<file path="src/rtl/sar_mag_search_if.sv">
// Handshake and comparator bus between the SAR search controller and its environment.
// The master side is the controller; the slave side holds the comparator and requester.
interface sar_mag_search_if #(
   parameter int unsigned WIDTH = 4
);
   logic             start;
   logic [WIDTH-1:0] trial;
   logic             cmp_gt;
   logic             cmp_eq;
   logic             cmp_lt;
   logic             busy;
   logic             done;
   logic [WIDTH-1:0] result;
   logic             err;

   modport master (
      input  start, cmp_gt, cmp_eq, cmp_lt,
      output trial, busy, done, result, err
   );

   modport slave (
      output start, cmp_gt, cmp_eq, cmp_lt,
      input  trial, busy, done, result, err
   );
endinterface

</file>
<file path="src/rtl/sar_mag_search.sv">
// Successive-approximation controller: binary-searches an unknown operand by driving
// trial values into an external magnitude comparator and reading back lt/eq/gt.
module sar_mag_search #(
   parameter int unsigned WIDTH  = 4,
   parameter int unsigned SETTLE = 0
) (
   input logic              clk,
   input logic              rst_n,
   sar_mag_search_if.master bus
);
   localparam int unsigned IW = (WIDTH > 1) ? $clog2(WIDTH) : 1;
   localparam int unsigned SW = (SETTLE > 0) ? $clog2(SETTLE + 1) : 1;

   typedef enum logic [1:0] {S_IDLE, S_SETTLE, S_SAMPLE, S_DONE} state_e;

   state_e           state_q;
   logic [WIDTH-1:0] trial_q;
   logic [WIDTH-1:0] acc_q;
   logic [WIDTH-1:0] result_q;
   logic [IW-1:0]    idx_q;
   logic [SW-1:0]    scnt_q;
   logic             busy_q;
   logic             done_q;
   logic             err_q;

   logic [2:0]       cmp_c;
   logic [WIDTH-1:0] acc_keep_c;
   logic [WIDTH-1:0] next_trial_c;
   logic             step_c;
   state_e           after_trial_c;

   // Keep the current bit on gt, drop it on lt, then probe the next lower bit.
   assign cmp_c         = {bus.cmp_gt, bus.cmp_eq, bus.cmp_lt};
   assign acc_keep_c    = bus.cmp_gt ? trial_q : acc_q;
   assign next_trial_c  = acc_keep_c | (WIDTH'(1) << (idx_q - IW'(1)));
   assign step_c        = ((cmp_c == 3'b100) || (cmp_c == 3'b001)) && (idx_q != '0);
   assign after_trial_c = (SETTLE == 0) ? S_SAMPLE : S_SETTLE;

   always_ff @(posedge clk or negedge rst_n) begin
      if (!rst_n) begin
         state_q  <= S_IDLE;
         trial_q  <= '0;
         acc_q    <= '0;
         result_q <= '0;
         idx_q    <= '0;
         scnt_q   <= '0;
         busy_q   <= 1'b0;
         done_q   <= 1'b0;
         err_q    <= 1'b0;
      end else begin
         done_q <= 1'b0;
         case (state_q)
            S_IDLE: begin
               if (bus.start) begin
                  acc_q   <= '0;
                  idx_q   <= IW'(WIDTH - 1);
                  trial_q <= WIDTH'(1) << (WIDTH - 1);
                  busy_q  <= 1'b1;
                  err_q   <= 1'b0;
                  scnt_q  <= SW'(SETTLE);
                  state_q <= after_trial_c;
               end
            end
            // Counter reaches the sample point after exactly SETTLE idle cycles.
            S_SETTLE: begin
               scnt_q <= scnt_q - SW'(1);
               if (scnt_q <= SW'(1)) state_q <= S_SAMPLE;
            end
            S_SAMPLE: begin
               if (step_c) begin
                  acc_q   <= acc_keep_c;
                  idx_q   <= idx_q - IW'(1);
                  trial_q <= next_trial_c;
                  scnt_q  <= SW'(SETTLE);
                  state_q <= after_trial_c;
               end else begin
                  state_q <= S_DONE;
                  case (cmp_c)
                     3'b010: result_q <= trial_q;
                     3'b100: begin
                        err_q    <= 1'b1;
                        result_q <= trial_q;
                     end
                     3'b001: result_q <= acc_q;
                     default: begin
                        err_q    <= 1'b1;
                        result_q <= acc_q;
                     end
                  endcase
               end
            end
            S_DONE: begin
               done_q  <= 1'b1;
               busy_q  <= 1'b0;
               state_q <= S_IDLE;
            end
            default: state_q <= S_IDLE;
         endcase
      end
   end

   assign bus.trial  = trial_q;
   assign bus.busy   = busy_q;
   assign bus.done   = done_q;
   assign bus.result = result_q;
   assign bus.err    = err_q;
endmodule
</file>
<file path="src/flat_wrapper.sv">
// flat-port wrapper written by rule: the top's interface ports become plain ports
module sar_mag_search_flat 
#(
   parameter int unsigned WIDTH  = 4,
   parameter int unsigned SETTLE = 0
)
  (clk, rst_n, bus_start, bus_cmp_gt, bus_cmp_eq, bus_cmp_lt, bus_trial, bus_busy, bus_done, bus_result, bus_err);
  sar_mag_search_if #(.WIDTH(WIDTH)) bus_i ();
  input logic clk;
  input logic rst_n;
  input wire logic [$bits(bus_i.start)-1:0] bus_start;
  input wire logic [$bits(bus_i.cmp_gt)-1:0] bus_cmp_gt;
  input wire logic [$bits(bus_i.cmp_eq)-1:0] bus_cmp_eq;
  input wire logic [$bits(bus_i.cmp_lt)-1:0] bus_cmp_lt;
  output wire logic [$bits(bus_i.trial)-1:0] bus_trial;
  output wire logic [$bits(bus_i.busy)-1:0] bus_busy;
  output wire logic [$bits(bus_i.done)-1:0] bus_done;
  output wire logic [$bits(bus_i.result)-1:0] bus_result;
  output wire logic [$bits(bus_i.err)-1:0] bus_err;
  assign bus_i.start = bus_start;
  assign bus_i.cmp_gt = bus_cmp_gt;
  assign bus_i.cmp_eq = bus_cmp_eq;
  assign bus_i.cmp_lt = bus_cmp_lt;
  assign bus_trial = bus_i.trial;
  assign bus_busy = bus_i.busy;
  assign bus_done = bus_i.done;
  assign bus_result = bus_i.result;
  assign bus_err = bus_i.err;
  sar_mag_search #(.WIDTH(WIDTH), .SETTLE(SETTLE)) u_core (.clk(clk), .rst_n(rst_n), .bus(bus_i));
endmodule
</file>
<file path="config.mk">
export PLATFORM = sky130hd
export DESIGN_NAME = sar_mag_search_flat
export DESIGN_NICKNAME = d
export VERILOG_FILES = /design/src/rtl/sar_mag_search_if.sv /design/src/rtl/sar_mag_search.sv /design/src/flat_wrapper.sv
export SDC_FILE = /design/constraint.sdc
export NUM_CORES = 1
export LEC_CHECK = 0
export BUFFER_PORTS_ARGS = -buffer_cell sky130_fd_sc_hd__buf_2
export CAP_MARGIN = 10
export CORE_MARGIN = 4
export CORE_UTILIZATION = 50
export CTS_CLUSTER_DIAMETER = 100
export CTS_CLUSTER_SIZE = 14
export DETAILED_ROUTE_END_ITERATION = 10
export HOLD_SLACK_MARGIN = 0.05
export MAX_ROUTING_LAYER = met4
export PLACE_DENSITY = 0.75
export SYNTH_ARGS = -nofsm -noshare
export SYNTH_HDL_FRONTEND = slang
export SYNTH_SLANG_ARGS = --single-unit
</file>
<file path="constraint.sdc">
create_clock -name clk -period 2 [get_ports clk]
set_clock_uncertainty 0.15 [all_clocks]
set_input_delay 0.3 -clock clk [delete_from_list [all_inputs] [get_ports clk]]
set_output_delay 0.3 -clock clk [all_outputs]
set_load 0.01 [all_outputs]
</file>
# --- Yosys cells after proc, flatten, opt, wreduce, memory -nomap -nowiden ---
# Index checks and enable logic that the tools add are counted.
classes:
  add_sub_neg: 2
  n_lt_le_gt_ge: 1
  n_eq_ne: 11
  n_shift: 1
  mux: 24
  n_bitwise: 2
  reduce_logical: 15
op_table:
  columns: ["cell", "count"]
  rows:
  - ["4-bit two-way mux", 6]
  - ["4-bit one-hot mux with 2 select lines", 2]
  - ["2-bit two-way mux", 4]
  - ["2-bit one-hot mux with 4 select lines", 1]
  - ["1-bit two-way mux", 7]
  - ["2-bit != test (second input constant)", 3]
  - ["2-bit AND reduction", 3]
  - ["3-bit AND reduction", 2]
  - ["2-bit nonzero test", 3]
  - ["2-bit equality test (second input constant)", 2]
  - ["2-bit by 1-bit != test with 1-bit output (second input constant)", 2]
  - ["4-bit OR", 1]
  - ["1-bit one-hot mux with 2 select lines", 2]
  - ["2-bit one-hot mux with 2 select lines", 1]
  - ["4-bit AND reduction", 1]
  - ["2-bit OR reduction", 2]
  - ["1-bit by 2-bit << shifter with 4-bit output (first input constant)", 1]
  - ["3-bit by 1-bit equality test with 1-bit output (second input constant)", 1]
  - ["3-bit by 2-bit equality test with 1-bit output (second input constant)", 1]
  - ["3-bit equality test (second input constant)", 1]
  - ["1-bit one-hot mux with 3 select lines", 1]
  - ["3-bit nonzero test", 1]
  - ["2-bit by 1-bit equality test with 1-bit output (second input constant)", 1]
  - ["2-bit zero test", 1]
  - ["6 further kinds", 6]
totals:
  register_bits: 20
  input_bits: 6
  output_inout_bits: 11
  wordCells: 65

# --- Longest topological paths before layout ---
depth:
  word_depth: 5
  mapped_depth: 7
  ltp_nobuf: 6

# --- Least setup slack after synthesis ---
# Ideal clock, no wire load.
synth_path:
  path_kind: "reg-to-reg"
  from: "register u_core.idx_q[0]"
  to: "register u_core.acc_q[2]"
  setup_ns: 0.121
  arrival_time_ns: 1.436
  t_required_ns: 1.729
  setup_slack_ns: 0.293
  stages_incl_launch_ff: 8
  n_path_buf: 1
  period_less_slack_ns: 1.707
  path_cell_list: "dfrtp_1 -> inv_1 -> ha_1 -> nor2_1 -> a21oi_2 -> or2_1 -> buf_2 -> a22o_1"
synth_between:
  elab_chain_cells: 4
synth_lines:
  columns: ["element", "line", "rtl"]
  rows:
  - ["from (decl)", "sar_mag_search.sv:20", "logic [IW-1:0] idx_q;"]
  - ["from (signal assigned)", "sar_mag_search.sv:56", "idx_q <= IW'(WIDTH - 1);"]
  - ["from (signal assigned)", "sar_mag_search.sv:72", "idx_q <= idx_q - IW'(1);"]
  - ["2-bit nonzero test", "sar_mag_search.sv:36", "assign step_c = ((cmp_c == 3'b100) || (cmp_c == 3'b001)) && (idx_q != '0);"]
  - ["1-bit logical AND", "sar_mag_search.sv:36", null]
  - ["2-bit by 1-bit != test with 1-bit output (no line)", null, null]
  - ["3-bit AND reduction (no line)", null, null]
  - ["to (signal assigned)", "sar_mag_search.sv:71", "acc_q <= acc_keep_c;"]
  - ["to (decl)", "sar_mag_search.sv:18", "logic [WIDTH-1:0] acc_q;"]
# Every way passes these cells.
# A chain may end at the register's enable or synchronous reset.

# --- Final worst setup path ---
# Same ends and word-level chain as after synthesis.

==> flow_summary_export.csv <==
group,metric,value,unit
detailed_routing,wl_met3,107,um
detailed_routing,wl_per_cell,14.2,um
die,start_util,53.6,%
power,power_frac_comb,43.1,%
power,clkPwrFrac,12.7,%
clocking,cts_setup_buffers,0,
power,pwr_density_cell,1490,nW/um^2
min_path,hold_path_class,"in2reg",
critical_path,worst_setup_path_end_kind,"flop",
die,die_w,51.5,um
cells_and_area,drive_above_1_share,24.5,%
clocking,cts_inserted_buffers,3,
global_route,track_usage,16.6,%
critical_path,cp-endpoint,"u_core.acc_q[2]$_DFFE_PN0P_",
synthesis,yosys.area.top_type,"dfrtp_1",
critical_path,worstSetupStartpoint,"u_core.idx_q[0]$_DFFE_PN0P_",
sta,setup-violations-final,0,
synthesis,syn_area,946,um^2
sta,fin_crit_sh,89.7,%
synthesis,synth_nets,98,
global_route,antenna_found_initial,0,
clocking,cts_tree,"yes",
critical_path,crit_fanout,8,
synthesis,synthCells,88,
power,finalPower,1.60,mW
die,dieHeight,51.5,um
clocking,cts.sinks,19,
global_route,grt_max_degree,20,
synthesis,synth-main-ff-cell,"dfrtp_1",
clocking,clk_latency,0.30,ns
synthesis,synth.distinct_cells,30,
die,io_pins,17,
global_route,overflow,0,
power,p_leak,0.507,nW
clocking,clk_pin_slew,0.11,ns
power,p_switching,0.673,mW
critical_path,reg2reg_slack,0.21,ns
cells_and_area,area_delta_synth_final,14.2,%
power,power.internal,0.932,mW
clocking,cts_max_level,1,
sta,rsz0062_at_grt,"no",
critical_path,reg2reg_from,"u_core.idx_q[0]$_DFFE_PN0P_",
placement,pre_cts_ws,0.237,ns
cells_and_area,diodes,0,
die,rows,15,
detailed_routing,vias,717,
sta,slew_violations,0,
run_status,status,"finished clean",
synthesis,yosys.area.top_type_share,50.3,%
detailed_routing,via_per_inst,5.47,
sta,setup_ws,0.206,ns
critical_path,reg2reg_to,"u_core.acc_q[2]$_DFFE_PN0P_",
synthesis,synthTopCellsByArea,"dfrtp_1, o21ai_0, ha_1",
critical_path,critPathSlowestCell,"dfrtp_1",
critical_path,arrival,1.85,ns
die,core_area,1760,um^2
clocking,clockBufferDepth,2,
detailed_routing,drt_iter0_markers,16,
critical_path,rr_worst_depth,6,
synthesis,synth_commonest_cells,"dfrtp_1, o21ai_0, nor2_1",
cells_and_area,fill_cells,165,
sta,worstMarginPinSlew,0.439,ns
global_route,grt_pass1_wl,3180,um
detailed_routing,wl_met2,849,um
placement,gp_congestion,0.809,
clocking,cts-root-buf,"clkbuf_4",
power,seq_power_share,44.2,%
sta,slew_headroom,70.3,%
critical_path,worst_path_largest_cell_delay,0.42,ns
critical_path,critical_path_class,"reg2reg",
synthesis,synth-seq-cells,19,
detailed_routing,dr.pass1.iters,4,
synthesis,ys_async_sr_fraction,100,%
cells_and_area,utilization,61.2,%
detailed_routing,highest_layer,"met4",
sta,hold_viol_final,0,
synthesis,post-synth-top-count-cell,"dfrtp_1",
critical_path,start_kind,"flop",
synthesis,yosys_warnings,0,
detailed_routing,antenna_left,0,
placement,port_buffers,16,
flow_run,drv_cap,0,
synthesis,synth.avg_cell_area,10.7,um^2
power,ir_drop,0.607,mV
synthesis,seq_area_frac_synth,50.3,%
sta,max_freq,557,MHz
power,swShare,41.9,%
critical_path,path_cells,"inv_1 > ha_1 > nor2_1 > a21oi_2 > or2_1 > a22o_1",
detailed_routing,drc,0,
die,die_area,2650,um^2
global_route,grt_pass1_vias,675,
sta,period_minus_slack,1.79,ns
detailed_routing,totalWireLength,1860,um
sta,fin_tns_setup,0,ns
placement,hpwl,1340,um
synthesis,synth_edf_count,0,
critical_path,cp.required,2.06,ns
cells_and_area,final_nets,117,
detailed_routing,wl_met1,877,um
[layout by cell type, fill, tap and decap left out, types with 2 or more instances in the layout]
master     count
o2bb2ai_1      2
a21oi_1        5
ha_1           4
nor2_1         8
a32o_1         2
nand2_1        2
a22oi_1        2
xnor2_1        2
buf_2         16
mux2i_1        5
dfrtp_1       19
inv_1          5
clkbuf_4       3
mux2_2         3
o21ai_0       11
[logic make-up after synthesis]
group                    after synthesis  share of synthesized area [%]
AO/OA/AOI/OAI                         28                           18.7
XOR/XNOR                               3                           3.57
adder cells (fa/ha/maj)                4                           5.29
buffers and inverters                  9                           4.63
flip-flops                            19                           50.3
multiplexers                           8                           8.86
AND/OR/NAND/NOR                       17                           8.73
[per-layer routing]
metal  track usage, %  up-vias
met2             23.9       26
li1                 -      344
met4             6.99        0
met1             22.1      344
met3             4.58        3
met5                -        -
[state kept, by name (all words and copies together), names as in the netlist]
| signal | count |
|---|---|
| u_core.bus.result | 4 |
| u_core.acc_q | 4 |
| u_core.idx_q | 2 |
| u_core.bus.err | 1 |
| u_core.bus.done | 1 |
| u_core.state_q | 2 |
| u_core.bus.busy | 1 |
| u_core.bus.trial | 4 |
[critical path: cells and delay by family (launching register included)]
kind / cells / cell delay, ns
simple gates: 2 / 0.48
flops: 1 / 0.42
compound gates: 2 / 0.33
fa+ha+maj: 1 / 0.22
buf+inv: 1 / 0.08
[worst min path at each step]
| stage | cells past startpoint | endpoint | from |
|---|---|---|---|
| 4_1_cts | 3 | u_core.state_q[1]$_DFFE_PN0P_ | bus_start |
| 5_1_grt | 3 | u_core.state_q[1]$_DFFE_PN0P_ | bus_start |
| 3_5_place_dp | 1 | u_core.bus.done$_DFF_PN0_ | rst_n |
| 3_3_place_gp | 1 | u_core.state_q[1]$_DFFE_PN0P_ | rst_n |
| 2_1_floorplan | 0 | u_core.acc_q[0]$_DFFE_PN0P_ | rst_n |
| 6_report | 3 | u_core.state_q[1]$_DFFE_PN0P_ | bus_start |
[power groups by stage]
stage / Combinational (mW) / Sequential [mW] / Clock (mW)
detailed placement: 0.689 / 0.712 / 0
CTS: 0.695 / 0.704 / 0.212
global placement: 0.675 / 0.698 / 0
finish: 0.692 / 0.709 / 0.204
floorplan: 0.443 / 0.721 / 0
global route: 0.780 / 0.731 / 0.234
[stage by stage]
step / hold WS [ns] / std cells / cell area (um^2)
CTS: 0.0952 / 131 / 1080
detailed placement: 0.110 / 126 / 1040
global route: 0.102 / 131 / 1080
finish: 0.103 / 131 / 1080
global placement: 0.106 / 126 / 1040
floorplan: -0.146 / 88 / 946
[final cells by class]
cell class / count / area, um^2 / area share (%)
clock buffer: 3 / 22.5 / 2.09
clock inverter: 1 / 7.51 / 0.695
inverter: 5 / 18.8 / 1.74
multi-input combinational: 60 / 427 / 39.5
sequential: 19 / 475 / 44.0
tap: 25 / 31.3 / 2.90
timing repair buffer: 18 / 97.6 / 9.04
[repair_timing]
item | in CTS | in global routing
hold endpoints to repair | 19 | 0
gates resized for setup | 0 | 0
hold buffers | 1 | 0
Power figures use the tool's default switching activity.
